--- src/rtl/atm_pin_session_pkg.sv ---
// Shared definitions for the ATM PIN session controller and its neighbours.
// The PIN_DIGITS/MAX_TRIES defaults are also used by the transaction FSM, so
// both blocks agree on PIN length and retry budget.
package atm_pkg;

    localparam int DIGIT_W        = 4;
    localparam int BCD_MAX        = 9;
    localparam int PIN_DIGITS_DEF = 4;
    localparam int MAX_TRIES_DEF  = 3;
    localparam int TRIES_W        = 3;
    localparam int CNT_W          = 4;

    typedef enum logic [1:0] {
        S_IDLE,
        S_COLLECT,
        S_CHECK,
        S_ABORT
    } state_t;

    function automatic logic is_bcd(input logic [DIGIT_W-1:0] d);
        return d <= DIGIT_W'(BCD_MAX);
    endfunction

endpackage

--- src/rtl/atm_pin_session_if.sv ---
// Handshake bundle between the keypad/card front end, the inactivity timer
// and the PIN session controller.
//   slave  : session controller (consumes keys/timeout, drives pulses/status)
//   master : front end / testbench (drives keys, card, pin_ref, timeout)
interface atm_pin_session_if
    import atm_pkg::*;
#(
    parameter int PIN_DIGITS = PIN_DIGITS_DEF
) ();

    logic                          card_in;
    logic                          key_valid;
    logic [DIGIT_W-1:0]            key_digit;
    logic                          key_enter;
    logic                          key_cancel;
    logic [DIGIT_W*PIN_DIGITS-1:0] pin_ref;
    logic                          timer_timeout;
    logic                          timer_restart;
    logic                          pin_ok;
    logic                          pin_bad;
    logic                          card_retain;
    logic                          session_abort;
    logic                          busy;
    logic [CNT_W-1:0]              digit_count;

    modport slave (
        input  card_in, key_valid, key_digit, key_enter, key_cancel,
               pin_ref, timer_timeout,
        output timer_restart, pin_ok, pin_bad, card_retain, session_abort,
               busy, digit_count
    );

    modport master (
        output card_in, key_valid, key_digit, key_enter, key_cancel,
               pin_ref, timer_timeout,
        input  timer_restart, pin_ok, pin_bad, card_retain, session_abort,
               busy, digit_count
    );

endinterface

--- src/rtl/atm_pin_session_buffer.sv ---
// pin_digit_buffer: holds the entered PIN digits and the fill count, and
// compares the whole buffer against the reference PIN.
//   clk, rst    : clock, async active-high reset
//   clear       : empty the buffer (wins over load)
//   load, digit : append digit at index digit_count when not full
//   pin_ref     : reference PIN, digit 0 in the low nibble
//   digit_count : digits held (saturates at PIN_DIGITS)
//   match       : all nibbles equal pin_ref (combinational)
module pin_digit_buffer
    import atm_pkg::*;
#(
    parameter int PIN_DIGITS = PIN_DIGITS_DEF
) (
    input  logic                          clk,
    input  logic                          rst,
    input  logic                          clear,
    input  logic                          load,
    input  logic [DIGIT_W-1:0]            digit,
    input  logic [DIGIT_W*PIN_DIGITS-1:0] pin_ref,
    output logic [CNT_W-1:0]              digit_count,
    output logic                          match
);

    logic                  full;
    logic [PIN_DIGITS-1:0] eq;

    assign full  = (digit_count == CNT_W'(PIN_DIGITS));
    assign match = &eq;

    always_ff @(posedge clk or posedge rst) begin
        if (rst) begin
            digit_count <= '0;
        end else if (clear) begin
            digit_count <= '0;
        end else if (load && !full) begin
            digit_count <= digit_count + CNT_W'(1);
        end
    end

    // One register per digit position; a slot loads when the fill count
    // points at it.
    for (genvar g = 0; g < PIN_DIGITS; g++) begin : g_dig
        logic [DIGIT_W-1:0] d_q;

        always_ff @(posedge clk or posedge rst) begin
            if (rst) begin
                d_q <= '0;
            end else if (clear) begin
                d_q <= '0;
            end else if (load && digit_count == CNT_W'(g)) begin
                d_q <= digit;
            end
        end

        assign eq[g] = (d_q == pin_ref[g*DIGIT_W +: DIGIT_W]);
    end

endmodule

--- src/rtl/atm_pin_session.sv ---
// atm_pin_session: card-insert -> PIN entry -> verify -> grant/retry/retain
// session controller. Restarts the external inactivity timer on every
// accepted key and aborts the session on timer expiry or CANCEL.
//   clk, rst : clock, async active-high reset
//   bus      : atm_pin_session_if.slave (keys, card, pin_ref, timer
//              handshake, result pulses, busy, digit_count)
// All outputs are registered.
module atm_pin_session
    import atm_pkg::*;
#(
    parameter int PIN_DIGITS = PIN_DIGITS_DEF,
    parameter int MAX_TRIES  = MAX_TRIES_DEF
) (
    input  logic              clk,
    input  logic              rst,
    atm_pin_session_if.slave  bus
);

    state_t               state_q, state_d;
    logic [TRIES_W-1:0]   tries_q, tries_d;
    logic                 buf_clear, buf_load, match;
    logic [CNT_W-1:0]     cnt;
    logic                 restart_d, ok_d, bad_d, retain_d, abort_d;
    logic                 restart_q, ok_q, bad_q, retain_q, abort_q, busy_q;

    pin_digit_buffer #(.PIN_DIGITS(PIN_DIGITS)) u_buf (
        .clk         (clk),
        .rst         (rst),
        .clear       (buf_clear),
        .load        (buf_load),
        .digit       (bus.key_digit),
        .pin_ref     (bus.pin_ref),
        .digit_count (cnt),
        .match       (match)
    );

    always_comb begin
        state_d   = state_q;
        tries_d   = tries_q;
        buf_clear = 1'b0;
        buf_load  = 1'b0;
        restart_d = 1'b0;
        ok_d      = 1'b0;
        bad_d     = 1'b0;
        retain_d  = 1'b0;
        abort_d   = 1'b0;
        case (state_q)
            S_IDLE: begin
                if (bus.card_in) begin
                    buf_clear = 1'b1;
                    tries_d   = '0;
                    restart_d = 1'b1;
                    state_d   = S_COLLECT;
                end
            end
            S_COLLECT: begin
                // Only the highest-priority event acts: timeout > cancel >
                // enter > digit. A timeout therefore drops a same-cycle key.
                if (bus.timer_timeout || bus.key_cancel) begin
                    state_d = S_ABORT;
                end else if (bus.key_enter) begin
                    if (cnt == CNT_W'(PIN_DIGITS)) state_d   = S_CHECK;
                    else                           restart_d = 1'b1;
                end else if (bus.key_valid) begin
                    if (is_bcd(bus.key_digit) && cnt != CNT_W'(PIN_DIGITS)) begin
                        buf_load  = 1'b1;
                        restart_d = 1'b1;
                    end
                end
            end
            S_CHECK: begin
                if (match) begin
                    ok_d    = 1'b1;
                    state_d = S_IDLE;
                end else if (tries_q + TRIES_W'(1) == TRIES_W'(MAX_TRIES)) begin
                    retain_d = 1'b1;
                    state_d  = S_IDLE;
                end else begin
                    tries_d   = tries_q + TRIES_W'(1);
                    bad_d     = 1'b1;
                    buf_clear = 1'b1;
                    restart_d = 1'b1;
                    state_d   = S_COLLECT;
                end
            end
            S_ABORT: begin
                abort_d   = 1'b1;
                buf_clear = 1'b1;
                tries_d   = '0;
                state_d   = S_IDLE;
            end
            default: state_d = S_IDLE;
        endcase
    end

    always_ff @(posedge clk or posedge rst) begin
        if (rst) begin
            state_q   <= S_IDLE;
            tries_q   <= '0;
            restart_q <= 1'b0;
            ok_q      <= 1'b0;
            bad_q     <= 1'b0;
            retain_q  <= 1'b0;
            abort_q   <= 1'b0;
            busy_q    <= 1'b0;
        end else begin
            state_q   <= state_d;
            tries_q   <= tries_d;
            restart_q <= restart_d;
            ok_q      <= ok_d;
            bad_q     <= bad_d;
            retain_q  <= retain_d;
            abort_q   <= abort_d;
            // busy stays up through the terminal result pulse so the
            // transaction FSM sees the outcome while the session is still
            // flagged active; it drops the cycle after.
            busy_q    <= (state_d != S_IDLE) | ok_d | retain_d | abort_d;
        end
    end

    assign bus.timer_restart = restart_q;
    assign bus.pin_ok        = ok_q;
    assign bus.pin_bad       = bad_q;
    assign bus.card_retain   = retain_q;
    assign bus.session_abort = abort_q;
    assign bus.busy          = busy_q;
    assign bus.digit_count   = cnt;

endmodule

--- src/flat_wrapper.sv ---
// flat-port wrapper written by rule: the top's interface ports become plain ports
module atm_pin_session_flat import atm_pkg::*;
#(
    parameter int PIN_DIGITS = PIN_DIGITS_DEF,
    parameter int MAX_TRIES  = MAX_TRIES_DEF
)
  (clk, rst, bus_card_in, bus_key_valid, bus_key_digit, bus_key_enter, bus_key_cancel, bus_pin_ref, bus_timer_timeout, bus_timer_restart, bus_pin_ok, bus_pin_bad, bus_card_retain, bus_session_abort, bus_busy, bus_digit_count);
  atm_pin_session_if #(.PIN_DIGITS(PIN_DIGITS)) bus_i ();
  input  logic clk;
  input  logic rst;
  input wire logic [$bits(bus_i.card_in)-1:0] bus_card_in;
  input wire logic [$bits(bus_i.key_valid)-1:0] bus_key_valid;
  input wire logic [$bits(bus_i.key_digit)-1:0] bus_key_digit;
  input wire logic [$bits(bus_i.key_enter)-1:0] bus_key_enter;
  input wire logic [$bits(bus_i.key_cancel)-1:0] bus_key_cancel;
  input wire logic [$bits(bus_i.pin_ref)-1:0] bus_pin_ref;
  input wire logic [$bits(bus_i.timer_timeout)-1:0] bus_timer_timeout;
  output wire logic [$bits(bus_i.timer_restart)-1:0] bus_timer_restart;
  output wire logic [$bits(bus_i.pin_ok)-1:0] bus_pin_ok;
  output wire logic [$bits(bus_i.pin_bad)-1:0] bus_pin_bad;
  output wire logic [$bits(bus_i.card_retain)-1:0] bus_card_retain;
  output wire logic [$bits(bus_i.session_abort)-1:0] bus_session_abort;
  output wire logic [$bits(bus_i.busy)-1:0] bus_busy;
  output wire logic [$bits(bus_i.digit_count)-1:0] bus_digit_count;
  assign bus_i.card_in = bus_card_in;
  assign bus_i.key_valid = bus_key_valid;
  assign bus_i.key_digit = bus_key_digit;
  assign bus_i.key_enter = bus_key_enter;
  assign bus_i.key_cancel = bus_key_cancel;
  assign bus_i.pin_ref = bus_pin_ref;
  assign bus_i.timer_timeout = bus_timer_timeout;
  assign bus_timer_restart = bus_i.timer_restart;
  assign bus_pin_ok = bus_i.pin_ok;
  assign bus_pin_bad = bus_i.pin_bad;
  assign bus_card_retain = bus_i.card_retain;
  assign bus_session_abort = bus_i.session_abort;
  assign bus_busy = bus_i.busy;
  assign bus_digit_count = bus_i.digit_count;
  atm_pin_session #(.PIN_DIGITS(PIN_DIGITS), .MAX_TRIES(MAX_TRIES)) u_core (.clk(clk), .rst(rst), .bus(bus_i));
endmodule
--- config.mk ---
export PLATFORM = sky130hd
export DESIGN_NAME = atm_pin_session_flat
export DESIGN_NICKNAME = d
export VERILOG_FILES = /design/src/rtl/atm_pin_session_pkg.sv /design/src/rtl/atm_pin_session_if.sv /design/src/rtl/atm_pin_session_buffer.sv /design/src/rtl/atm_pin_session.sv /design/src/flat_wrapper.sv
export SDC_FILE = /design/constraint.sdc
export NUM_CORES = 1
export LEC_CHECK = 0
export CAP_MARGIN = 20
export CORE_MARGIN = 1
export CORE_UTILIZATION = 50
export DETAILED_ROUTE_END_ITERATION = 8
export PLACE_DENSITY_LB_ADDON = 0.12
export SYNTH_ARGS = -nofsm -noshare
export SYNTH_HDL_FRONTEND = slang
export SYNTH_HIERARCHICAL = 1
export SYNTH_SLANG_ARGS = --single-unit
--- constraint.sdc ---
create_clock -name clk -period 3.1 [get_ports clk]
set_input_delay 0.62 -clock clk [delete_from_list [all_inputs] [get_ports clk]]
set_output_delay 0.62 -clock clk [all_outputs]
set_load 0.02 [all_outputs]
== After elaboration in Yosys (flattened, before gate mapping) ==
Cells that the tools add are included.

* Register bits: 31
* Bits of input ports: 27
* Output and inout bits: 10
* Word-level logic and storage cells: 95

* Add/subtract/negate cells: 2
* Magnitude comparators: 1
* Equality and inequality tests: 16
* Multiplexer cells: 41
* Bitwise operators: 3
* Reduce and logical (&&, ||, !) cells: 19

{| class="wikitable"
|+ Operator list
! kind !! number
|-
| 4-bit 2-to-1 mux || 10
|-
| 1-bit 2-to-1 mux || 19
|-
| 4-bit equality test || 4
|-
| 2-bit nonzero test || 6
|-
| 2-bit 2-to-1 mux || 5
|-
| 3-bit 2-to-1 mux || 3
|-
| 3-bit case mux with 3 select lines || 1
|-
| 4-bit by 2-bit equality test with 1-bit output, second input constant || 2
|-
| 2-bit case mux with 4 select lines || 1
|-
| 4-bit AND reduction || 2
|-
| 1-bit logical AND || 6
|-
| 2-bit != test, second input constant || 3
|-
| 1-bit case mux with 3 select lines || 2
|-
| 4-bit by 1-bit adder with 4-bit output, second input constant || 1
|-
| 2-bit equality test, second input constant || 2
|-
| 4-bit by 1-bit equality test with 1-bit output, second input constant || 1
|-
| 4-bit by 3-bit equality test with 1-bit output, second input constant || 1
|-
| 4-bit <= comparator, second input constant || 1
|-
| 4-bit zero test || 1
|-
| 4-bit by 3-bit != test with 1-bit output, second input constant || 1
|-
| 3-bit by 1-bit adder with 3-bit output, second input constant || 1
|-
| 3-bit by 2-bit equality test with 1-bit output, second input constant || 1
|-
| 1-bit OR || 3
|-
| 3-bit nonzero test || 1
|-
| other kinds (4) || 4
|}

== Logic depth before layout (Yosys ltp) ==
Gate-level depths: netlist (run 1).

* Word-level depth: 10
* Mapped depth: 8
* Mapped depth without buffers: 7

== By module ==
The synthesis (run 1) kept the hierarchy.

{| class="wikitable"
|+ By module, submodules not included
! module !! times used !! cells an instance !! area an instance (µm²) !! seq. area each (µm²)
|-
| pin_digit_buffer || 1 || 108 || 1133.6 || 500.5
|-
| atm_pin_session || 1 || 52 || 551.8 || 275.3
|}

== Least setup slack after synthesis (run 1) ==
No wires, ideal clock.

* Path type: input port to flip-flop
* Start: in bus_pin_ref[8]
* End: reg u_core.u_buf.digit_count[2]
* Arrival time: 2.239 ns
* Slack: 0.775 ns
* Stages: 8
* Path buffers: 1
* Cells stage by stage: xnor2_1 > nand4_1 > nor4_1 > and3b_1 > o21bai_1 > o21ba_4 > clkbuf_1 > nor3_1

* Longest elaborated chain between the ends: 5
* Elaborated cells on any way between the ends: 6
* Classes of those cells: 1 x eq/ne; 3 x mux; 2 x reduce/logical

{| class="wikitable"
|+ Ends and longest elaborated chain
! element !! RTL line !! text
|-
| start, declared || flat_wrapper.sv:16 || <nowiki>input wire logic [$bits(bus_i.pin_ref)-1:0] bus_pin_ref;</nowiki>
|-
| 4-bit equality test * || atm_pin_session_buffer.sv:55 || <nowiki>assign eq[g] = (d_q == pin_ref[g*DIGIT_W +: DIGIT_W]);</nowiki>
|-
| 4-bit AND reduction * || atm_pin_session_buffer.sv:28 || <nowiki>assign match = &eq;</nowiki>
|-
| via u_core.match || atm_pin_session.sv:21 || <nowiki>logic buf_clear, buf_load, match;</nowiki>
|-
| 1-bit 2-to-1 mux * || atm_pin_session.sv:72 || <nowiki>if (match) begin</nowiki>
|-
| 1-bit case mux with 3 select lines * || atm_pin_session.sv:47 || <nowiki>case (state_q)</nowiki>
|-
| via u_core.buf_clear || atm_pin_session.sv:21 ||
|-
| 4-bit 2-to-1 mux or 2-bit nonzero test (tied branches) || n/a ||
|-
| end signal, assigned || atm_pin_session_buffer.sv:36 || <nowiki>digit_count <= digit_count + CNT_W'(1);</nowiki>
|-
| end, declared || atm_pin_session_buffer.sv:20 || <nowiki>output logic [CNT_W-1:0] digit_count,</nowiki>
|}

The timed path passes the listed nets; every way through them passes the cells marked *.
A chain may end at the register's enable or synchronous reset.

== Final worst setup path (run 1) ==
* Start: in bus_key_cancel
* End: reg u_core.u_buf.g_dig[1].d_q[0]

* Longest elaborated chain between the ends: 5

{| class="wikitable"
|+ Ends and longest elaborated chain
! element !! RTL line !! text
|-
| start, declared || flat_wrapper.sv:15 || <nowiki>input wire logic [$bits(bus_i.key_cancel)-1:0] bus_key_cancel;</nowiki>
|-
| 1-bit logical OR || atm_pin_session.sv:59 || <nowiki>if (bus.timer_timeout || bus.key_cancel) begin</nowiki>
|-
| 1-bit 2-to-1 mux || atm_pin_session.sv:59 ||
|-
| 1-bit 2-to-1 mux || atm_pin_session.sv:47 ||
|-
| via u_core.buf_load || atm_pin_session.sv:21 ||
|-
| 1-bit logical AND || atm_pin_session_buffer.sv:50 || <nowiki>end else if (load && digit_count == CNT_W'(g)) begin</nowiki>
|-
| 2-bit nonzero test (no source line) || n/a ||
|-
| end signal, assigned || atm_pin_session_buffer.sv:51 || <nowiki>d_q <= digit;</nowiki>
|-
| end, declared || atm_pin_session_buffer.sv:43 || <nowiki>logic [DIGIT_W-1:0] d_q;</nowiki>
|}

The timed path passes the listed nets, and every way through them passes these cells.

==> results of run 1 <==
## worst min path at each step
stage | from | endpoint | slack (ps) | depth (start not counted)
detailed placement | u_core/tries_q[0]$_DFFE_PP0P_ | u_core/tries_q[0]$_DFFE_PP0P_ | 520 | 1
floorplan | rst | u_core/bus.busy$_DFF_PP0_ | 470 | 1
CTS | u_core/tries_q[0]$_DFFE_PP0P_ | u_core/tries_q[0]$_DFFE_PP0P_ | 540 | 1
global route | u_core/tries_q[0]$_DFFE_PP0P_ | u_core/tries_q[0]$_DFFE_PP0P_ | 560 | 1
global placement | u_core/tries_q[0]$_DFFE_PP0P_ | u_core/tries_q[0]$_DFFE_PP0P_ | 500 | 1
finish | u_core/tries_q[0]$_DFFE_PP0P_ | u_core/tries_q[0]$_DFFE_PP0P_ | 520 | 1
## state kept, by name (all words and copies together), names as in the netlist
name	cells
u_core/u_buf/g_dig.d_q	16
u_core/bus.pin_ok	1
u_core/bus.card_retain	1
u_core/bus.session_abort	1
u_core/u_buf/digit_count	4
u_core/tries_q	3
u_core/bus.pin_bad	1
u_core/bus.timer_restart	1
u_core/state_q	2
u_core/bus.busy	1
## cells by family (layout without fill, tap and decap cells)
logic type / count (synthesis) / in the layout
AND/OR/NAND/NOR: 52 / 52
adder cells (fa/ha/maj): 6 / 6
XOR/XNOR: 17 / 17
buffers and inverters: 17 / 56
AO/OA/AOI/OAI: 19 / 19
flip-flops: 31 / 31
multiplexers: 18 / 18
## metal layers
| layer | vias up | GRT usage, % | share of wire, % |
|---|---|---|---|
| li1 | 624 | - | - |
| met5 | - | 0 | 0 |
| met3 | 11 | 6.061 | 4.0 |
| met2 | 34 | 35.56 | 47 |
| met4 | 0 | 10.30 | 2.5 |
| met1 | 628 | 29.27 | 46 |
## critical path, cell delays in order
cell and delay (ps):
clkdlybuf4s50_1 430, or4_4 560, nor3_2 200, buf_4 180, and4bb_2 340, mux2i_1 230, nor2_1 60
## Yosys cell counts
cell	instances	area share, %
nor4b_1	1	0.52
nand2b_1	2	0.74
ha_1	6	4.5
a41o_2	1	0.67
o22ai_1	1	0.37
and2_2	1	0.45
nand3b_1	1	0.45
mux2i_1	18	11
o21ba_4	1	0.97
o211ai_2	1	0.74
a22oi_1	1	0.45
nand3_1	3	0.89
nor4_1	1	0.37
a21oi_1	6	1.8
or3_2	1	0.45
nand2_1	6	1.3
nor3_1	2	0.59
clkbuf_2	5	1.5
nor2_1	20	4.5
clkbuf_1	2	0.45
or4_4	1	0.67
and3b_1	2	1.0
or4_1	1	0.45
nor2b_1	1	0.37
nand4_1	4	1.5
and4bb_2	4	3.0
o2111a_1	1	0.67
inv_1	10	2.2
a21boi_0	1	0.45
dfrtp_1	31	46
o21bai_1	1	0.45
o21ai_0	5	1.5
nor3_2	1	0.59
xnor2_1	17	8.8
## layout make-up
| cell class | instances | area [sq um] |
|---|---|---|
| clock buffer | 6 | 51.30 |
| clock inverter | 2 | 35.03 |
| fill | 259 | 958.4 |
| inverter | 10 | 37.54 |
| multi-input combinational | 112 | 839.6 |
| sequential | 31 | 775.7 |
| tap | 44 | 55.05 |
| timing repair buffer | 38 | 375.4 |
## cells in the final DEF, fill, tap and decap left out, types with 2 or more instances in the layout
cell / n
clkdlybuf4s50_1: 36
dfrtp_1: 31
nor2_1: 20
mux2i_1: 18
xnor2_1: 17
inv_1: 10
nand2_1: 6
a21oi_1: 6
ha_1: 6
clkbuf_4: 5
o21ai_0: 5
and4bb_2: 4
nand4_1: 4
nand3_1: 3
nand2b_1: 2
and3b_1: 2
nor3_1: 2
buf_4: 2
## power by group
group | internal, mW | switching, mW | total [mW]
combinational | 0.159 | 0.180 | 0.339
sequential | 0.452 | 0.0456 | 0.497
clock | 0.190 | 0.145 | 0.335
## stage by stage
step	hold WS [ps]	utilization (%)
2_1_floorplan	472.4	-
3_3_place_gp	496.0	66.60
3_5_place_dp	520.0	66.60
4_1_cts	535.2	69.36
5_1_grt	555.1	69.36
6_report	521.4	69.36
==> metrics.cfg, run 1 <==
[setup_path]
critPathMaxFanout = 8
reg2reg_to = u_core/u_buf/g_dig[1].d_q[0]$_DFFE_PP0P_
crit_start = bus_key_cancel
crit_path_end_kind = flop
required_ps = 3320
crit_type = in2reg
start_kind = input port
critical_path.endpoint = u_core/u_buf/g_dig[1].d_q[0]$_DFFE_PP0P_
reg2reg_setup_slack_ps = 740
crit-reg2reg-launch = u_core/u_buf/digit_count[2]$_DFFE_PP0P_
r2r_cells = 7
cp.arrival_ps = 2630

[timing]
fmax_mhz = 415.7
finalHoldViolations = 0
min_period_ps = 2405
finalSetupViolCount = 0
layout_setup_ws_ps = 694.7
period_share_pct = 77.59
rsz0062_at_grt = no
slew_headroom_pct = 48.48
final-max-slew-violation-count = 0
clock_skew_ps = 6.574
worstMarginPinSlew_ps = 772.0
finalSetupTns_ps = 0

[placement]
post-dp-hpwl_microns = 2702
postPlaceCellArea_sq_um = 2083
io_buffers = 36
gp_congestion = 0.8122
dp.cells = 235
dp_slack_ps = 334.8

[route]
wl_microns = 3607
wl_per_cell_microns = 14.84
num_vias = 1297
viasPerCell = 5.337
ant_nets = 0
drt_pass1_iterations = 4
route.detailed.drc = 0
drt-initial-drc-count = 98

[synthesis]
syn_inst = 160
yosys_warnings = 6
muxShareOfSynthArea_pct = 10.69
synth_top_family_by_area = simple AND/OR/NAND/NOR gates
synth_compound_area_share_pct = 8.018
ys_seq_area_share_pct = 46.03
synth_area_per_cell_sq_um = 10.53
synthAdderAreaFrac_pct = 4.454
synth_cell_types = 34
synth_area_sq_um = 1685
syn_nets = 193
synthXorXnorAreaFrac_pct = 8.834
synthSimpleGateAreaFrac_pct = 17.82
ys_ff_latch = 31

[pwr]
irDropWorstVdd_v = 0.0003068
p_per_area_nw_per_um2 = 539.9
power_mw = 1.171
p_leak_nw = 0.8945

[cts]
cts_root_buf = clkbuf_4
cts_buffer_depth = 2
cts_buffers = 5
insertion_delay_ps = 340
htreeDepth = 2
cts_resized = 0
cts_sinks = 31
cts_setup_buffers = 0
holdBufCountCts = 0
cts_tree = done
clk_pin_slew_ps = 100

[floorplan]
core_area_sq_um = 3128
dieArea_sq_um = 3607
initial_utilization_pct = 53.88
num_io_pins = 37
die_h_microns = 60.06
rows = 20
die_w_microns = 60.06

[global_route]
grt_pass1_vias = 1232
antenna_found_initial = 0
grt_pass1_wl_microns = 5720
grt_max_degree = 23
grt_overflow = 0
grt_use_total_pct = 22.67

[cells_and_area]
finalInstanceArea_sq_um = 2170
syn_to_final_growth_pct = 28.73
layout-drive-gt1-share_pct = 10.55
n_antenna_cell = 0
fin_nets = 231
layoutNonFillerInstCount = 243

[outcome]
outcome = complete, no violations

[hold_path]
min_path_type = reg2reg

[run]
drv_cap = 0

Power figures use the tool's default switching activity.
==> run 2: changes to the inputs <==
Settings changed: CORE_UTILIZATION 50 to 45.
Clock period 3.1 ns to 1.93 ns, I/O delays scaled along.
==> run 2 against run 1 <==
Effect of this change:
- the run now ends with negative setup slack left
- non-clock buffer count up 22
- hold slack worse by 120 ps
- cell area grew 16%
- sequential cell count is the same
- setup slack lost 800 ps
- sequential power up 56%
- clock power increased by 94%
==> metrics.cfg, run 2 (synthesized netlist as in run 1, its figures left out) <==
[floorplan]
die_w_microns = 63.20  ; +5.2%
rows = 21  ; +5.0%
dieArea_sq_um = 3994  ; +11%
num_io_pins = 37  ; unchanged
core_area_sq_um = 3468  ; +11%
die_h_microns = 63.20  ; +5.2%
initial_utilization_pct = 48.59  ; -5.3 points

[timing]
slew_headroom_pct = 74.19  ; +26 points
min_period_ps = 2039
finalSetupViolCount = 21  ; +21
hold_slack_ps = 401.3  ; -120.1 ps
fmax_mhz = 490.4
period_share_pct = 105.6
final-max-slew-violation-count = 0  ; unchanged
finalHoldViolations = 0  ; unchanged
clock_skew_ps = 10.82  ; +4.245 ps
layout_setup_ws_ps = -109.0  ; -803.7 ps
worstMarginPinSlew_ps = 386.7  ; -385.3 ps
rsz0062_at_grt = yes

[cts]
cts_buffer_depth = 2  ; unchanged
cts_root_buf = clkbuf_8
clk_pin_slew_ps = 70  ; -30 ps
cts_buffers = 5  ; unchanged
cts_sinks = 31  ; unchanged
cts_tree = done
insertion_delay_ps = 290  ; -50 ps
htreeDepth = 2  ; unchanged

[pwr]
p_leak_nw = 1.116  ; +25%
combPwrFrac_pct = 36.0  ; +7.1 points
irDropWorstVdd_v = 0.0006953  ; +130%
power_mw = 2.230  ; +90%
power_frac_seq_pct = 34.8  ; -7.7 points
p_int_mw = 1.538  ; +92%
p_per_area_nw_per_um2 = 885.9  ; +64%
clkPwrFrac_pct = 29.2  ; +0.6 points
power.switching_uw = 692.0  ; +87%
switching_share_pct = 31.03  ; -0.61 points

[cells_and_area]
fin_nets = 255  ; +10%
syn_to_final_growth_pct = 49.37
layout_commonest_cell = dfrtp_1
fin_util_pct = 72.58  ; +3.2 points
largest_reg_flops = 16  ; unchanged
regMostFlops = u_core/u_buf/g_dig.d_q
final_cell_mix = dfrtp_1 (27), buf_4 (23), clkdlybuf4s50_1 (22)
largestRegisters = u_core/u_buf/g_dig.d_q x16, u_core/u_buf/digit_count x4, u_core/tries_q x3
layout-drive-gt1-share_pct = 29.15  ; +19 points
n_antenna_cell = 0  ; unchanged

[route]
drt-initial-drc-count = 34  ; -65%
viasPerCell = 5.204  ; -2.5%
wl_microns = 4203  ; +17%
ant_nets = 0  ; unchanged
num_vias = 1400  ; +7.9%
route.detailed.drc = 0  ; unchanged
wl_per_cell_microns = 15.62  ; +5.3%
drt_pass1_iterations = 4  ; unchanged

[global_route]
grt_pass1_vias = 1515  ; +23%
grt_use_total_pct = 23.44  ; +0.76 points
grt_overflow = 0  ; unchanged
use_met2_pct = 41.53  ; +6.0 points
grt_pass1_wl_microns = 7017  ; +23%
top_usage_layer = met2
grt_max_degree = 21  ; -8.7%
antenna_found_initial = 0  ; unchanged
met1_usage_pct = 27.55  ; -1.7 points
met3_usage_pct = 4.710  ; -1.4 points

[placement]
gp_congestion = 0.7665  ; -5.6%
io_buffers = 36  ; unchanged
post-dp-hpwl_microns = 2793  ; +3.4%

[setup_path]
critPathMaxFanout = 6  ; -2
cp_slowest_stage_delay_ps = 540  ; -20 ps
cp_cell_sequence = nand2b_4, or4_4, nor3_2, buf_4, and4bb_4, mux2i_1, nor2_1
crit_path_end_kind = flop
start_kind = flop
required_ps = 2110  ; -1210 ps
crit_type = reg2reg
cp.arrival_ps = 2220  ; -410 ps
cp_slowest_cell = or4_4

[hold_path]
min_path_type = in2async

[outcome]
outcome = complete, but fails checks
violations = negative setup slack

[run]
drv_cap = 0  ; unchanged

run 2: changes by cell type in the layout (fill, tap and decap cells not counted), moves of 4 or more:
cell             before  now
dfrtp_2               0    4
dlymetal6s2s_1        0    5
dfrtp_1              31   27
dlygate4sd2_1         0    9
clkbuf_4              5    0
buf_4                 2   23
and4bb_4              0    4
clkdlybuf4s50_1      36   22
and4bb_2              4    0
clkbuf_8              1    6
run 2: power groups by stage:
stage | sequential, mW | combinational, mW | clock [mW]
floorplan | 0.838 | 0.337 | 0
global placement | 0.776 | 0.637 | 0
detailed placement | 0.781 | 0.653 | 0
CTS | 0.776 | 0.767 | 0.661
global route | 0.786 | 0.864 | 0.690
finish | 0.777 | 0.802 | 0.651
run 2: final cells by class:
cell class,instances,area (sq um)
multi-input combinational,114,978.4
fill,262,950.9
sequential,31,780.7
timing repair buffer,60,545.5
clock buffer,6,82.58
tap,46,57.56
inverter,10,37.54
clock inverter,2,35.03
run 2: layer usage:
metal / share of wire, % / vias to the layer above
met4: 0.45 / 0
met3: 4.7 / 2
met5: 0 / -
met2: 52 / 35
li1: - / 678
met1: 43 / 685
run 2: through the flow:
step	TNS, ps	cells	setup WS [ps]	cell area (sq um)
2_1_floorplan	-3808	160	-246.0	1768
3_3_place_gp	-11580	255	-511.0	2256
3_5_place_dp	-12940	255	-577.1	2256
4_1_cts	-1568	269	-102.3	2477
5_1_grt	-4016	269	-247.2	2517
6_report	-1870	269	-109.0	2517
run 2: worst max-delay path, delay by kind of cell, from the launching register on:
kind	cells	cell delay, ps
and+or+nand+nor	5	1160
DFF	1	380
muxes	1	220
buffers and inverters	1	170
run 2: timing repair:
action | CTS | global route
cloned | 2 | 0
buffers inserted | 4 | 1
pin swaps | 20 | 16
setup endpoints to repair | 24 | 26
resized for setup | 23 | 14
hold buffers | 0 | 0
run 2: worst paths after layout:
path / slack (ps) / start / endpoint / cells after the start
min in group clk: 510 / u_core/tries_q[0]$_DFFE_PP0P_ / u_core/tries_q[0]$_DFFE_PP0P_ / 1
hold / removal: 400 / rst / u_core/bus.card_retain$_DFF_PP0_ / 2
hold reg to reg: 510 / u_core/tries_q[0]$_DFFE_PP0P_ / u_core/tries_q[0]$_DFFE_PP0P_ / 1
setup / recovery: -110 / u_core/state_q[1]$_DFF_PP0_ / u_core/u_buf/g_dig[2].d_q[1]$_DFFE_PP0P_ / 7
setup reg to reg: -110 / u_core/state_q[1]$_DFF_PP0_ / u_core/u_buf/g_dig[2].d_q[1]$_DFFE_PP0P_ / 7
max in group asynchronous: 1230 / rst / u_core/u_buf/digit_count[1]$_DFFE_PP0P_ / 3
==> run 3: changes to the inputs <==
Settings changed: ABC_CLOCK_PERIOD_IN_PS from default to 1930, CELL_PAD_IN_SITES_DETAIL_PLACEMENT from default to 1, CELL_PAD_IN_SITES_GLOBAL_PLACEMENT from default to 1, CORE_UTILIZATION 45 to 35.
==> run 3 against run 2 <==
Effect of this change:
- the run ends with design-rule violations, negative setup slack left
- first-iteration DRC count up 65%
- non-clock buffer count up 4
- setup slack lost 60 ps
- die area up 28%
- sequential power barely moved
- highest routed layer unchanged
==> metrics.cfg, run 3 (synthesized netlist as in run 1, its figures left out) <==
[timing]
finalHoldViolations = 0  ; unchanged
clock_skew_ps = 1.755  ; -9.065 ps
layout_setup_ws_ps = -169.1  ; -60.09 ps
worstMarginPinSlew_ps = 435.6  ; +48.85 ps
min_period_ps = 2099  ; +60.09 ps
final-max-slew-violation-count = 0  ; unchanged
slew_headroom_pct = 70.93  ; -3.3 points
finalSetupViolCount = 23  ; +9.5%
period_share_pct = 108.8  ; +3.1 points
rsz0062_at_grt = yes
hold_slack_ps = 432.9  ; +31.56 ps
fmax_mhz = 476.4  ; -2.9%

[cells_and_area]
fin_util_pct = 55.28  ; -17 points
final_cell_mix = buf_4 (27), dfrtp_1 (27), clkdlybuf4s50_1 (25)
final-seq-area_sq_um = 780.7  ; unchanged
n_antenna_cell = 0  ; unchanged
layout-drive-gt1-share_pct = 27.88  ; -1.3 points
fin_nets = 259  ; +1.6%
largest_reg_flops = 16  ; unchanged
syn_to_final_growth_pct = 47.74
regMostFlops = u_core/u_buf/g_dig.d_q
multi_input_area_sq_um = 950.9  ; -2.8%
final.fill_count = 485  ; +85%
largestRegisters = u_core/u_buf/g_dig.d_q x16, u_core/u_buf/digit_count x4, u_core/tries_q x3

[setup_path]
start_kind = flop
cp_slowest_cell = or4_4
cp_cell_sequence = nand2b_4, or4_4, nor3_2, buf_4, and4bb_2, mux2i_1, nor2_1
worst-path-buf-inv = 1  ; unchanged
reg2reg_setup_slack_ps = -170  ; -60 ps
crit_family = simple AND/OR/NAND/NOR gates
critical_path.endpoint = u_core/u_buf/g_dig[0].d_q[0]$_DFFE_PP0P_
reg2reg_to = u_core/u_buf/g_dig[0].d_q[0]$_DFFE_PP0P_
crit_path_end_kind = flop
crit-reg2reg-launch = u_core/state_q[1]$_DFF_PP0_
required_ps = 2110  ; about the same
cp_slowest_stage_delay_ps = 540  ; about the same
crit_type = reg2reg
critPathMaxFanout = 6  ; unchanged
r2r_cells = 7  ; unchanged
crit_start = u_core/state_q[1]$_DFF_PP0_
cp.depth = 7  ; unchanged
cp.arrival_ps = 2280  ; +60 ps

[outcome]
violations = design-rule violations, negative setup slack
outcome = complete, but fails checks

[route]
wl_per_cell_microns = 18.73  ; +20%
drt_pass1_iterations = 6  ; +2
route.detailed.drc = 2  ; +2
ant_nets = 0  ; unchanged
viasPerCell = 5.223  ; +0.36%
drt-initial-drc-count = 56  ; +65%
wl_microns = 5208  ; +24%
num_vias = 1452  ; +3.7%

[cts]
htreeDepth = 2  ; unchanged
cts_buffers = 5  ; unchanged
cts_root_buf = clkbuf_8
clk_pin_slew_ps = 60  ; about the same
insertion_delay_ps = 290  ; about the same
cts_sinks = 31  ; unchanged
cts_tree = done
cts_buffer_depth = 2  ; unchanged

[global_route]
grt_pass1_wl_microns = 8314  ; +18%
grt_max_degree = 21  ; unchanged
antenna_found_initial = 0  ; unchanged
grt_overflow = 0  ; unchanged
grt_use_total_pct = 22.36  ; -1.1 points
grt_pass1_vias = 1638  ; +8.1%

[pwr]
switching_share_pct = 34.20  ; +3.2 points
clkPwrFrac_pct = 23.6  ; -5.6 points
p_per_area_nw_per_um2 = 896.1  ; +1.1%
combPwrFrac_pct = 41.6  ; +5.6 points
power.switching_uw = 762.9  ; +10%
power_frac_seq_pct = 34.8  ; about the same
p_leak_nw = 1.084  ; -2.8%
irDropWorstVdd_v = 0.0006249  ; -10%
power_mw = 2.231  ; about the same
p_int_mw = 1.468  ; -4.5%

[floorplan]
num_io_pins = 37  ; unchanged
initial_utilization_pct = 37.42  ; -11 points
core_area_sq_um = 4504  ; +30%
dieArea_sq_um = 5097  ; +28%
die_h_microns = 71.39  ; +13%
die_w_microns = 71.39  ; +13%
rows = 24  ; +14%

[run]
drv_cap = 0  ; unchanged

[placement]
gp_congestion = 0.7262  ; -5.3%
post-dp-hpwl_microns = 3572  ; +28%
io_buffers = 36  ; unchanged

[hold_path]
min_path_type = in2async

-- run 3: how the worst min path moves through the flow --
| stage | from | end | depth (start not counted) |
|---|---|---|---|
| finish | rst | u_core/bus.pin_ok$_DFF_PP0_ | 2 |
| global route | rst | u_core/tries_q[2]$_DFFE_PP0P_ | 2 |
| CTS | rst | u_core/bus.session_abort$_DFF_PP0_ | 2 |
| detailed placement | u_core/tries_q[0]$_DFFE_PP0P_ | u_core/tries_q[0]$_DFFE_PP0P_ | 1 |
| global placement | u_core/tries_q[0]$_DFFE_PP0P_ | u_core/tries_q[0]$_DFFE_PP0P_ | 1 |
| floorplan | rst | u_core/bus.busy$_DFF_PP0_ | 1 |
-- run 3: area by class of cell --
cell class	count	area share, %
clock buffer	6	3.317
clock inverter	1	0.2010
inverter	10	1.508
multi-input combinational	114	38.19
sequential	31	31.36
tap	52	2.613
timing repair buffer	64	22.81
-- run 3: worst register-to-register path, cell delays in order (launching register included) --
cell and delay, ps:
dfrtp_1 380, nand2b_4 140, or4_4 540, nor3_2 120, buf_4 170, and4bb_2 330
mux2i_1 260, nor2_1 60
-- run 3: per-stage QoR --
step	instances	instance area (sq um)	worst slack, ps	TNS, ps
3_3_place_gp	259	2248	-534.9	-11430
2_1_floorplan	160	1768	-246.0	-3808
3_5_place_dp	259	2248	-638.0	-12460
4_1_cts	274	2437	-139.1	-2178
5_1_grt	278	2490	-227.8	-4011
6_report	278	2490	-169.1	-2168
-- run 3: power groups by stage --
| stage | Sequential, mW | Clock (mW) | Combinational, mW |
|---|---|---|---|
| CTS | 0.777 | 0.542 | 0.832 |
| detailed placement | 0.781 | 0 | 0.659 |
| global route | 0.785 | 0.565 | 0.991 |
| global placement | 0.777 | 0 | 0.637 |
| floorplan | 0.838 | 0 | 0.337 |
| finish | 0.777 | 0.527 | 0.927 |
-- run 3: metal layers --
metal	routed length [microns]	GRT usage (%)	share of wire, %
met5	0	0	0
met4	82	6.889	1.6
met3	250	5.485	4.8
met2	2698	40.74	52
met1	2176	25.79	42
-- run 3: what timing repair did --
action,CTS,global route
hold buffers,0,0
buffers inserted,6,5
resized for setup,20,7
gates cloned,2,0
pin swaps,19,16
endpoints found under the setup margin,24,25
